$ cat config.mk
export PLATFORM = sky130hd
export DESIGN_NAME = pipeline_hazard_ctrl
export DESIGN_NICKNAME = d
export VERILOG_FILES = /design/src/rtl/pipeline_hazard_ctrl_pkg.sv /design/src/rtl/pipeline_hazard_ctrl_fwd_unit.sv /design/src/rtl/pipeline_hazard_ctrl.sv
export SDC_FILE = /design/constraint.sdc
export NUM_CORES = 1
export LEC_CHECK = 0
export ABC_CLOCK_PERIOD_IN_PS = 2800
export CAP_MARGIN = 20
export CORE_MARGIN = 5
export CORE_UTILIZATION = 43
export CTS_CLUSTER_SIZE = 28
export DETAILED_ROUTE_END_ITERATION = 8
export GPL_TIMING_DRIVEN = 0
export HOLD_SLACK_MARGIN = 0.03
export PLACE_DENSITY = 0.83
export SLEW_MARGIN = 5
export SYNTH_ARGS = -nofsm -noshare
export SYNTH_HDL_FRONTEND = slang
export SYNTH_SLANG_ARGS = --single-unit
$ cat constraint.sdc
create_clock -name clk -period 2.8 [get_ports clk]
set_input_delay 0.56 -clock clk [delete_from_list [all_inputs] [get_ports clk]]
set_output_delay 0.56 -clock clk [all_outputs]
set_load 0.005 [all_outputs]
$ cat src/rtl/pipeline_hazard_ctrl_pkg.sv
// Shared definitions for the pipeline hazard controller: forward selects,
// FSM state encoding and the hard-wired zero register.
package pipeline_hazard_ctrl_pkg;

    localparam logic [1:0] FWD_RF  = 2'b00;
    localparam logic [1:0] FWD_MEM = 2'b10;
    localparam logic [1:0] FWD_WB  = 2'b01;

    localparam logic [4:0] REG_ZERO = 5'd0;

    typedef enum logic [1:0] {
        StRun     = 2'd0,
        StMemWait = 2'd1,
        StHalt    = 2'd2
    } state_e;

endpackage

$ cat src/rtl/pipeline_hazard_ctrl_fwd_unit.sv
// EX-stage operand forwarding select for one source register.
// EX/MEM takes precedence over MEM/WB because it holds the younger result.
module fwd_unit
    import pipeline_hazard_ctrl_pkg::*;
(
    input  logic [4:0] src,
    input  logic       regwrite_mem,
    input  logic [4:0] writeregister_mem,
    input  logic       regwrite_wb,
    input  logic [4:0] writeregister_wb,
    output logic [1:0] fwd
);

    always_comb begin
        fwd = FWD_RF;
        if (regwrite_mem && (writeregister_mem != REG_ZERO) && (writeregister_mem == src)) begin
            fwd = FWD_MEM;
        end else if (regwrite_wb && (writeregister_wb != REG_ZERO) &&
                     (writeregister_wb == src)) begin
            fwd = FWD_WB;
        end
    end

endmodule

$ cat src/rtl/pipeline_hazard_ctrl.sv
// Five-stage pipeline hazard controller: load-use and branch handling, data-memory
// wait stalls with a halting watchdog, forwarding selects and a stall counter.
module pipeline_hazard_ctrl
    import pipeline_hazard_ctrl_pkg::*;
#(
    parameter int unsigned TIMEOUT_CYCLES = 64,
    parameter int unsigned CNT_W          = 16
) (
    input  logic             clk,
    input  logic             rst_n,
    input  logic [4:0]       rs_id,
    input  logic [4:0]       rt_id,
    input  logic [4:0]       rs_ex,
    input  logic [4:0]       rt_ex,
    input  logic             memread_ex,
    input  logic [4:0]       writeregister_ex,
    input  logic             branch_taken_ex,
    input  logic             regwrite_mem,
    input  logic             regwrite_wb,
    input  logic [4:0]       writeregister_mem,
    input  logic [4:0]       writeregister_wb,
    input  logic             dmem_req_mem,
    input  logic             dmem_ready,
    output logic             pc_en,
    output logic             ifid_en,
    output logic             idex_en,
    output logic             exmem_en,
    output logic             memwb_en,
    output logic             ifid_flush,
    output logic             idex_flush,
    output logic             memwb_bubble,
    output logic [1:0]       forward_a,
    output logic [1:0]       forward_b,
    output logic             halted,
    output logic [CNT_W-1:0] stall_count
);

    localparam int unsigned WAIT_W = $clog2(TIMEOUT_CYCLES + 1);

    state_e              state_q, state_d;
    logic [WAIT_W-1:0]   wait_q, wait_d;
    logic [CNT_W-1:0]    stall_q;
    logic                load_use;
    logic                run_path;
    logic [1:0]          fwd_a_raw, fwd_b_raw;

    fwd_unit u_fwd_a (
        .src               (rs_ex),
        .regwrite_mem      (regwrite_mem),
        .writeregister_mem (writeregister_mem),
        .regwrite_wb       (regwrite_wb),
        .writeregister_wb  (writeregister_wb),
        .fwd               (fwd_a_raw)
    );

    fwd_unit u_fwd_b (
        .src               (rt_ex),
        .regwrite_mem      (regwrite_mem),
        .writeregister_mem (writeregister_mem),
        .regwrite_wb       (regwrite_wb),
        .writeregister_wb  (writeregister_wb),
        .fwd               (fwd_b_raw)
    );

    assign load_use = memread_ex && (writeregister_ex != REG_ZERO) &&
                      ((writeregister_ex == rs_id) || (writeregister_ex == rt_id));

    assign forward_a   = rst_n ? fwd_a_raw : FWD_RF;
    assign forward_b   = rst_n ? fwd_b_raw : FWD_RF;
    assign halted      = rst_n && (state_q == StHalt);
    assign stall_count = stall_q;

    always_comb begin
        pc_en        = 1'b1;
        ifid_en      = 1'b1;
        idex_en      = 1'b1;
        exmem_en     = 1'b1;
        memwb_en     = 1'b1;
        ifid_flush   = 1'b0;
        idex_flush   = 1'b0;
        memwb_bubble = 1'b0;
        state_d      = state_q;
        wait_d       = wait_q;
        run_path     = 1'b0;

        if (!rst_n) begin
            pc_en        = 1'b0;
            ifid_en      = 1'b0;
            idex_en      = 1'b0;
            exmem_en     = 1'b0;
            memwb_en     = 1'b0;
            ifid_flush   = 1'b1;
            idex_flush   = 1'b1;
            memwb_bubble = 1'b1;
        end else begin
            unique case (state_q)
                StRun: begin
                    if (dmem_req_mem && !dmem_ready) begin
                        pc_en        = 1'b0;
                        ifid_en      = 1'b0;
                        idex_en      = 1'b0;
                        exmem_en     = 1'b0;
                        memwb_bubble = 1'b1;
                        state_d      = StMemWait;
                        wait_d       = WAIT_W'(1);
                    end else begin
                        run_path = 1'b1;
                    end
                end
                StMemWait: begin
                    if (!dmem_ready) begin
                        pc_en        = 1'b0;
                        ifid_en      = 1'b0;
                        idex_en      = 1'b0;
                        exmem_en     = 1'b0;
                        memwb_bubble = 1'b1;
                        wait_d       = wait_q + WAIT_W'(1);
                        if (wait_d == WAIT_W'(TIMEOUT_CYCLES)) begin
                            state_d = StHalt;
                        end
                    end else begin
                        // Release cycle behaves as an ordinary run cycle.
                        state_d  = StRun;
                        run_path = 1'b1;
                    end
                end
                StHalt: begin
                    pc_en    = 1'b0;
                    ifid_en  = 1'b0;
                    idex_en  = 1'b0;
                    exmem_en = 1'b0;
                    memwb_en = 1'b0;
                end
                default: begin
                    state_d = StRun;
                end
            endcase

            // A taken branch squashes the younger instructions, so any load-use is moot.
            if (run_path) begin
                if (branch_taken_ex) begin
                    ifid_flush = 1'b1;
                    idex_flush = 1'b1;
                end else if (load_use) begin
                    pc_en      = 1'b0;
                    ifid_en    = 1'b0;
                    idex_flush = 1'b1;
                end
            end
        end
    end

    always_ff @(posedge clk) begin
        if (!rst_n) begin
            state_q <= StRun;
            wait_q  <= '0;
            stall_q <= '0;
        end else begin
            state_q <= state_d;
            wait_q  <= wait_d;
            if (!pc_en && (state_q != StHalt) && (stall_q != '1)) begin
                stall_q <= stall_q + CNT_W'(1);
            end
        end
    end

endmodule

# After elaboration in Yosys (flattened, before gate mapping)
# Index checks and enable logic that the tools add are counted.
# W data, S select, Z words.
[totals]
output_inout_bits = 29
register_bits = 25
word_cells = 78
[op_classes]
reduce_logical = 22
addsub = 2
n_bitwise = 1
n_eq_ne = 14
muxes = 36
[op_table]
columns = ["cell", "count"]
rows = [
  ["$eq A5 B5 Y1", 6],
  ["$mux W1", 22],
  ["$add A16 B1 Y16 const B", 1],
  ["$ne A16 B16 Y1 const B", 1],
  ["$reduce_bool A5 Y1", 3],
  ["$mux W2", 7],
  ["$mux W7", 2],
  ["$pmux W7 S2", 1],
  ["$logic_and A1 B1 Y1", 12],
  ["$add A7 B1 Y7 const B", 1],
  ["$eq A7 B7 Y1 const B", 1],
  ["$ne A2 B2 Y1 const B", 3],
  ["$pmux W2 S3", 1],
  ["$reduce_and A3 Y1", 2],
  ["$pmux W1 S2", 2],
  ["$ne A3 B3 Y1 const B", 1],
  ["$pmux W1 S3", 1],
  ["$eq A2 B1 Y1 const B", 1],
  ["$eq A2 B2 Y1 const B", 1],
  ["$logic_not A1 Y1", 2],
  ["$logic_not A2 Y1", 1],
  ["$reduce_bool A2 Y1", 1],
  ["$logic_or A1 B1 Y1", 1],
  ["$not A1 Y1", 1],
]

# Depth between registers and ports, before layout
# Gate-level depths: netlist of run 1.
[depth]
ltp_word = 11
mapped_depth = 9
ltp_nobuf = 7

# Cells and area by module
# A second synthesis of run 1 with hierarchy kept.
[unflattened]
cells_unflattened = 223
area_unflattened_um2 = 1741.7
[by_module_without_submodules]
columns = ["mod", "cells_each", "seq_area_each_um2", "area_per_inst_um2", "n_inst"]
rows = [
  ["pipeline_hazard_ctrl", 183, 500.5, 1438.9, 1],
  ["fwd_unit", 20, 0.0, 151.4, 2],
]

# Worst setup path after synthesis of run 1
# Ideal clock, no wire load.
[synth_timing]
kind = "input port to output port"
from = "input port writeregister_ex[3]"
to = "output port pc_en"
arrival_time_ns = 1.797
slack_ns = 0.443
path_buffers = 1
required_ns = 2.240
stages = 6
cell_sequence = "xor2_1 -> nor3_1 -> a22oi_1 -> or3b_2 -> o21a_1 -> buf_4"
[synth_via]
elab_chain_cells = 7
[synth_rtl]
columns = ["item", "line_no", "text"]
rows = [
  ["start, declared", "pipeline_hazard_ctrl.sv:16", "input logic [4:0] writeregister_ex,"],
  ["$eq A5 B5 Y1 / $reduce_bool A5 Y1 (equally long branches)", "pipeline_hazard_ctrl.sv:66, pipeline_hazard_ctrl.sv:65", ""],
  ["$logic_or A1 B1 Y1 / $logic_and A1 B1 Y1 (equally long branches)", "pipeline_hazard_ctrl.sv:66, pipeline_hazard_ctrl.sv:65", ""],
  ["$logic_and A1 B1 Y1 (*)", "pipeline_hazard_ctrl.sv:65", "assign load_use = memread_ex && (writeregister_ex != REG_ZERO) &&"],
  ["$mux W1 (*) (4 in series)", "n/a", ""],
  ["end, declared", "pipeline_hazard_ctrl.sv:24", "output logic pc_en,"],
]
# Every way passes the cells marked *; elsewhere a longest branch is shown, timed or not.

# Final worst setup path of run 1
[layout_timing]
from = "input port rs_id[3]"
to = "output port pc_en"
[layout_via]
elab_chain_cells = 7
[layout_rtl]
columns = ["item", "line_no", "text"]
rows = [
  ["start, declared", "pipeline_hazard_ctrl.sv:11", "input logic [4:0] rs_id,"],
  ["$eq A5 B5 Y1", "pipeline_hazard_ctrl.sv:66", "((writeregister_ex == rs_id) || (writeregister_ex == rt_id));"],
  ["$logic_or A1 B1 Y1", "pipeline_hazard_ctrl.sv:66", ""],
  ["$logic_and A1 B1 Y1", "pipeline_hazard_ctrl.sv:65", ""],
  ["$mux W1", "pipeline_hazard_ctrl.sv:144", "end else if (load_use) begin"],
  ["$mux W1", "pipeline_hazard_ctrl.sv:141", "if (branch_taken_ex) begin"],
  ["$mux W1", "pipeline_hazard_ctrl.sv:140", "if (run_path) begin"],
  ["$mux W1", "pipeline_hazard_ctrl.sv:86", "if (!rst_n) begin"],
]
# Every way passes these cells.

==> impl_metrics.py, run 1 <==
metrics = {
    "detailed_routing": {
        "wl_per_cell_um": 14.9,
        "drt-total-wl_um": 5270,
        "ant_nets": 0,
        "drcViolationCount": 0,
        "via_count": 1951,
        "drt_pass1_iterations": 4,
        "maxUsedRoutingLayer": "met4",
        "viasPerCell": 5.51,
        "drt-met1-wl_um": 2100,
        "wl_met2_um": 2470,
        "wl_met3_um": 533,
        "drtIter0Drc": 118,
    },
    "power_and_ir_drop": {
        "switching_share_pct": 28.7,
        "leakage_nw": 1.03,
        "powerDensity_nw_per_um2": 306,
        "p_clk_share_pct": 28.0,
        "p_int_mw": 0.580,
        "ir_drop_mv": 0.178,
        "p_seq_share_pct": 45.6,
        "p_sw_mw": 0.233,
        "combPwrFrac_pct": 26.3,
    },
    "setup_path": {
        "cp.arrival_ns": 2.19,
        "endpoint_kind": "primary output",
        "slowest_delay_ns": 0.41,
        "crit_fanout": 2,
        "crit_type": "input pin to primary output",
        "rr_startpoint": "stall_count[0]",
        "setup.worst_path.start_class": "input pin",
        "reg2reg_depth": 8,
        "r2r_setup_slack_ns": 0.29,
        "required_ns": 2.24,
        "worst_path_max_delay_cell": "clkdlybuf4s50_1",
        "critPathMostFrequentCell": "buf_4",
        "cp_cell_sequence": "clkdlybuf4s50_1, xor2_1, nor2_1, a22oi_2, or3b_4, o21a_1, buf_4, buf_4",
        "r2r-end": "stall_count[15]",
    },
    "job": {
        "maxCapViolations": 0,
    },
    "timing": {
        "setup_viol": 0,
        "slew_viol_final": 0,
        "fin_hold_ws_ns": 0.497,
        "period_share_pct": 98.1,
        "rsz0062_at_grt": "yes",
        "worstMarginPinSlew_ns": 0.515,
        "fin_worst_skew_ns": 0.00544,
        "hold_viol": 0,
        "period_minus_slack_ns": 2.75,
        "relSlewSlack_pct": 65.5,
        "fmax_mhz": 364,
    },
    "clock_network": {
        "clock_sinks": 25,
        "clock_latency_ns": 0.28,
        "path_clk_slew_ns": 0.09,
        "cts_root_buf": "clkbuf_8",
        "numCtsBuffers": 3,
        "clk_path_buf_depth": 2,
        "cts.htree.levels": 1,
        "cts_tree": "done",
    },
    "status": {
        "status": "complete, no violations",
    },
    "grt": {
        "antenna_found_initial": 0,
        "grt_start_max_net_pins": 16,
        "grt_pass1_wl_um": 8560,
        "overflow": 0,
        "grt_usage_pct": 19.8,
        "grt_pass1_vias": 1978,
    },
    "synthesis": {
        "synth-edff-count": 0,
        "yosysWarnings": 0,
        "synth_cells": 223,
        "synth_nets": 268,
        "ys_seq_area_share_pct": 28.5,
        "syn_area_per_cell_um2": 7.87,
        "synth_area_um2": 1750,
        "synth-seq-cells": 25,
        "ys_dominant_reg_cell": "dfxtp_1",
        "yosysUniqueCellTypes": 41,
        "async_flop_share_pct": 0,
    },
    "min_path": {
        "min_path_type": "register to register",
        "whs_path_depth": 2,
        "holdPathEnd": "stall_count[15]",
        "worstHoldStart": "stall_count[15]",
    },
    "final_layout": {
        "finalNetCount": 350,
        "syn2layout_area_growth_pct": 51.4,
        "antenna-diode-count": 0,
        "layout-drive-gt1-share_pct": 10.5,
        "finish.utilization_pct": 66.9,
        "final_cell_count_no_fill": 354,
    },
    "die": {
        "die_x_um": 73.9,
        "rows": 23,
        "die_y_um": 73.9,
        "ios": 72,
        "die_area_um2": 5460,
        "start_util_pct": 44.2,
        "core_um2": 3970,
    },
    "place": {
        "place_inst": 344,
        "finalWeightedCongestion": 0.853,
        "hpwl_um": 4070,
        "io_buffer_count": 71,
    },
}
## sequential cells by signal (all words and copies together), names as in the netlist
signal,cells
stall_count,16
wait_q,7
state_q,2
## cells by family after synthesis
kind of cell             Yosys count  share of synthesized area, %
flip-flops                        25                          28.5
AO/OA/AOI/OAI                     49                          17.2
buffers and inverters             12                          3.49
XOR/XNOR                          31                          15.5
adder cells (fa/ha/maj)            2                          1.43
multiplexers                       3                          1.71
AND/OR/NAND/NOR                  101                          32.2
## routing by layer
metal / GRT usage (%) / vias to the layer above
li1: - / 976
met1: 21.4 / 873
met2: 35.1 / 86
met3: 5.34 / 16
met4: 9.66 / 0
met5: 0 / -
## cell usage in the layout, fill, tap and decap left out, types with 4 or more instances in the layout
master / synthesis / final
or4_1: 6 / 5
o21ai_0: 14 / 13
dfxtp_1: 25 / 25
buf_4: 2 / 9
xor2_1: 25 / 25
and2_1: 7 / 7
a21oi_1: 17 / 17
clkbuf_1: 5 / 5
nand4_1: 4 / 4
xnor2_1: 6 / 6
nand3_1: 9 / 9
dlygate4sd2_1: 0 / 24
clkdlybuf4s50_1: 0 / 38
buf_2: 1 / 4
nor2_1: 16 / 16
nand2b_1: 7 / 7
nand2_1: 14 / 14
dlymetal6s2s_1: 0 / 5
or3_1: 10 / 10
and3_1: 6 / 6
## through the flow
| step | area [µm²] | power [mW] | setup TNS (ns) | setup WS [ns] |
|---|---|---|---|---|
| finish | 2660 | 0.813 | 0 | 0.0535 |
| global route | 2660 | 0.858 | -0.0213 | -0.0213 |
| CTS | 2620 | 0.812 | -0.0567 | -0.0567 |
| detailed placement | 2530 | 0.590 | -4.53 | -0.667 |
| global placement | 2530 | 0.583 | -3.78 | -0.593 |
| floorplan | 1750 | 0.465 | 0 | 0.443 |
## cell usage after synthesis (2+ instances only)
cell type  number  area [µm²]
nand4_1         4        25.0
or3_1          10        62.6
nand2b_1        7        43.8
inv_1           3        11.3
and2_1          7        43.8
buf_4           2        15.0
o21a_1          3        22.5
xnor2_1         6        52.6
a22oi_1         2        15.0
dfxtp_1        25         500
o31ai_1         3        22.5
ha_1            2        25.0
nor3b_1         3        22.5
nor2_1         16        60.1
and4_1          3        26.3
xor2_1         25         219
and3_1          6        37.5
nor4_1          6        37.5
or4_1           6        45.0
o21ai_0        14        70.1
nand3_1         9        45.0
a211o_1         2        17.5
a21oi_1        17        85.1
nor3_1          6        30.0
nand2_1        14        52.6
mux2i_1         3        30.0
clkbuf_1        5        18.8
## critical path: cells and delay by family
kind,cells,cell delay [ns]
buffers and inverters,3,0.66
AND/OR/NAND/NOR,2,0.54
AO/OA/AOI/OAI,2,0.27
XOR/XNOR,1,0.15
## layout make-up
cell class | instances | area [µm²]
clock buffers | 3 | 41.3
clock inverters | 1 | 7.51
repair buffers | 77 | 721
flip-flops and latches | 25 | 500
multi-input cells | 186 | 1260
plain buffers | 9 | 50.0
inverters | 3 | 11.3
well taps | 50 | 62.6
fillers | 353 | 1320
## repair_timing
action	in CTS	in global routing
setup buffers	5	1
hold buffers	0	0
resized for setup	49	9
pin swaps	10	5
setup endpoints to repair	12	7
## worst max-delay path by stage
stage | startpoint | endpoint | slack, ns | cells past startpoint
final | rs_id[3] | pc_en | 0.05 | 8
after global routing | writeregister_ex[2] | pc_en | -0.02 | 8
after CTS | rs_id[2] | pc_en | -0.06 | 8
after detailed placement | writeregister_ex[2] | pc_en | -0.67 | 8
after global placement | writeregister_ex[3] | pc_en | -0.59 | 8
after floorplan | writeregister_ex[3] | pc_en | 0.44 | 6
## power groups by stage
stage | registers, mW | logic [mW] | clock network, mW
floorplan | 0.378 | 0.0871 | 0
global placement | 0.379 | 0.204 | 0
detailed placement | 0.379 | 0.210 | 0
CTS | 0.371 | 0.211 | 0.230
global route | 0.373 | 0.236 | 0.248
finish | 0.371 | 0.214 | 0.228
(Power assumes the default switching activity.)
==> run 2: changes to the inputs <==
- ABC_CLOCK_PERIOD_IN_PS: 2800 -> 2400
- CORE_UTILIZATION: 43 -> 39
- PLACE_DENSITY: 0.83 -> 0.8
- clock period: 2.8 -> 2.4 ns (I/O delays scaled with it)
==> run 2 against run 1 <==
First-iteration DRC count decreased by 40%. Clock skew about the same. Largest cell class unchanged. Via count fell by 2.9%. Critical path depth unchanged. Flip-flop and latch count stayed put. Final cell count is 0.56% lower. Clock power is 8% higher. Worst setup slack got worse by 0.052 ns. Count of clock-buffer cells in the layout unchanged. Register-to-register slack got worse by 0.18 ns.
==> impl_metrics.py, run 2 (synthesis results as in run 1) <==
metrics = {
    "setup_path": {
        "crit_type": "input pin to primary output",
        "setup.worst_path.start_class": "input pin",
        "endpoint_kind": "primary output",
        "cp.arrival_ns": 1.92,
        "required_ns": 1.92,
        "crit_fanout": 2,
    },
    "min_path": {
        "min_path_type": "register to register",
    },
    "final_layout": {
        "final-seq-area_um2": 503,
        "syn2layout_area_growth_pct": 49.0,
        "layout-drive-gt1-share_pct": 18.7,
        "largest_register_ffs": 16,
        "final_cell_count_no_fill": 352,
        "multi_input_area_um2": 1320,
        "mostFrequentLayoutCells": "28 x clkdlybuf4s50_1, 23 x xor2_1, 23 x dfxtp_1",
        "nFillCells": 390,
        "final_common_cell": "clkdlybuf4s50_1",
        "finalNetCount": 346,
        "antenna-diode-count": 0,
        "finish.utilization_pct": 60.0,
        "stdcell_area_um2": 2610,
    },
    "grt": {
        "grt_usage_pct": 15.4,
        "grt_pass1_vias": 1870,
        "met2_usage_pct": 28.1,
        "grt_pass1_wl_um": 7980,
        "grt_start_max_net_pins": 15,
        "grtUsageMet3_pct": 3.28,
        "overflow": 0,
        "antenna_found_initial": 0,
        "grtUsageMet1_pct": 18.0,
        "busiest_layer": "met2",
    },
    "timing": {
        "slew_viol_final": 0,
        "worstMarginPinSlew_ns": 0.439,
        "fin_tns_setup_ns": 0,
        "setup_ws_ns": 0.00177,
        "setup_viol": 0,
        "fin_worst_skew_ns": 0.00547,
        "period_share_pct": 99.9,
        "hold_viol": 0,
        "fmax_mhz": 417,
        "period_minus_slack_ns": 2.40,
        "fin_hold_ws_ns": 0.499,
        "relSlewSlack_pct": 70.7,
        "rsz0062_at_grt": "yes",
    },
    "clock_network": {
        "hold_buffers": 0,
        "clk_path_buf_depth": 2,
        "numCtsBuffers": 3,
        "cts_root_buf": "clkbuf_8",
        "cts.htree.levels": 1,
        "cts_tree": "done",
        "clock_latency_ns": 0.27,
        "path_clk_slew_ns": 0.09,
        "clock_sinks": 25,
    },
    "status": {
        "status": "complete, no violations",
    },
    "die": {
        "ios": 72,
        "die_area_um2": 5940,
        "core_um2": 4350,
        "rows": 24,
        "die_x_um": 77.1,
        "die_y_um": 77.1,
        "start_util_pct": 40.3,
    },
    "job": {
        "maxCapViolations": 0,
    },
    "power_and_ir_drop": {
        "p_seq_share_pct": 47.1,
        "leakage_nw": 1.01,
        "p_sw_mw": 0.254,
        "powerDensity_nw_per_um2": 352,
        "p_clk_share_pct": 26.8,
        "combPwrFrac_pct": 26.1,
        "p_int_mw": 0.666,
        "fin_total_pwr_mw": 0.920,
        "switching_share_pct": 27.7,
        "ir_drop_mv": 0.273,
    },
    "place": {
        "io_buffer_count": 71,
        "place_inst": 346,
        "placed_area_um2": 2530,
        "dp_slack_ns": -0.845,
        "hpwl_um": 3770,
        "finalWeightedCongestion": 0.800,
    },
    "detailed_routing": {
        "via_count": 1894,
        "wl_per_cell_um": 13.7,
        "ant_nets": 0,
        "viasPerCell": 5.38,
        "drt_pass1_iterations": 4,
        "drcViolationCount": 0,
        "drt-total-wl_um": 4840,
        "drtIter0Drc": 71,
    },
}
run 2: cell types whose count changed in the layout (fill, tap and decap cells not counted), sizes merged:
cell	delta
clkinvlp	-1
clkinv	+1
clkdlybuf4s50	-10
clkdlybuf4s15	+3
dlygate4sd2	-8
buf	+5
dlymetal6s2s	-3
clkbuf	+9
run 2: final cells by class:
cell class | count | share of cell area, %
clock buffer | 3 | 1.58
multi-input combinational | 186 | 50.6
inverter | 3 | 0.431
buffer | 8 | 1.96
timing repair buffer | 74 | 23.5
sequential | 25 | 19.2
clock inverter | 1 | 0.191
tap | 52 | 2.49
run 2: worst paths after layout:
| path | start | endpoint | slack, ns | cells after the start |
|---|---|---|---|---|
| setup / recovery | rs_id[4] | pc_en | 0.002 | 8 |
| hold / removal | wait_q[1] | wait_q[1] | 0.50 | 2 |
| setup reg to reg | stall_count[0] | stall_count[10] | 0.11 | 9 |
| hold reg to reg | wait_q[1] | wait_q[1] | 0.50 | 2 |
run 2: power by group through the flow:
stage                     clock network [mW]  registers, mW  logic, mW
after floorplan                            0          0.441      0.102
after global placement                     0          0.442      0.237
after detailed placement                   0          0.442      0.240
after CTS                              0.253          0.433      0.236
after global routing                   0.267          0.435      0.265
final                                  0.247          0.433      0.240
run 2: timing repair:
item,in CTS,in global routing
setup buffers,3,1
cloned,0,0
gates resized for setup,91,43
endpoints found under the setup margin,26,23
pin swaps,17,13
run 2: metal layers:
| metal | up-vias | part of all wire (%) | wire length [µm] |
|---|---|---|---|
| met5 | - | 0 | 0 |
| met1 | 874 | 42 | 2020 |
| met2 | 53 | 51 | 2480 |
| met4 | 0 | 0.74 | 36 |
| li1 | 963 | - | - |
| met3 | 4 | 6.1 | 296 |
run 2: critical path, cell delays in order:
cell,delay (ns)
clkdlybuf4s15_1,0.19
xor2_2,0.16
nor3_2,0.17
a22oi_2,0.09
or3b_4,0.41
o21a_1,0.20
buf_6,0.12
buf_6,0.10
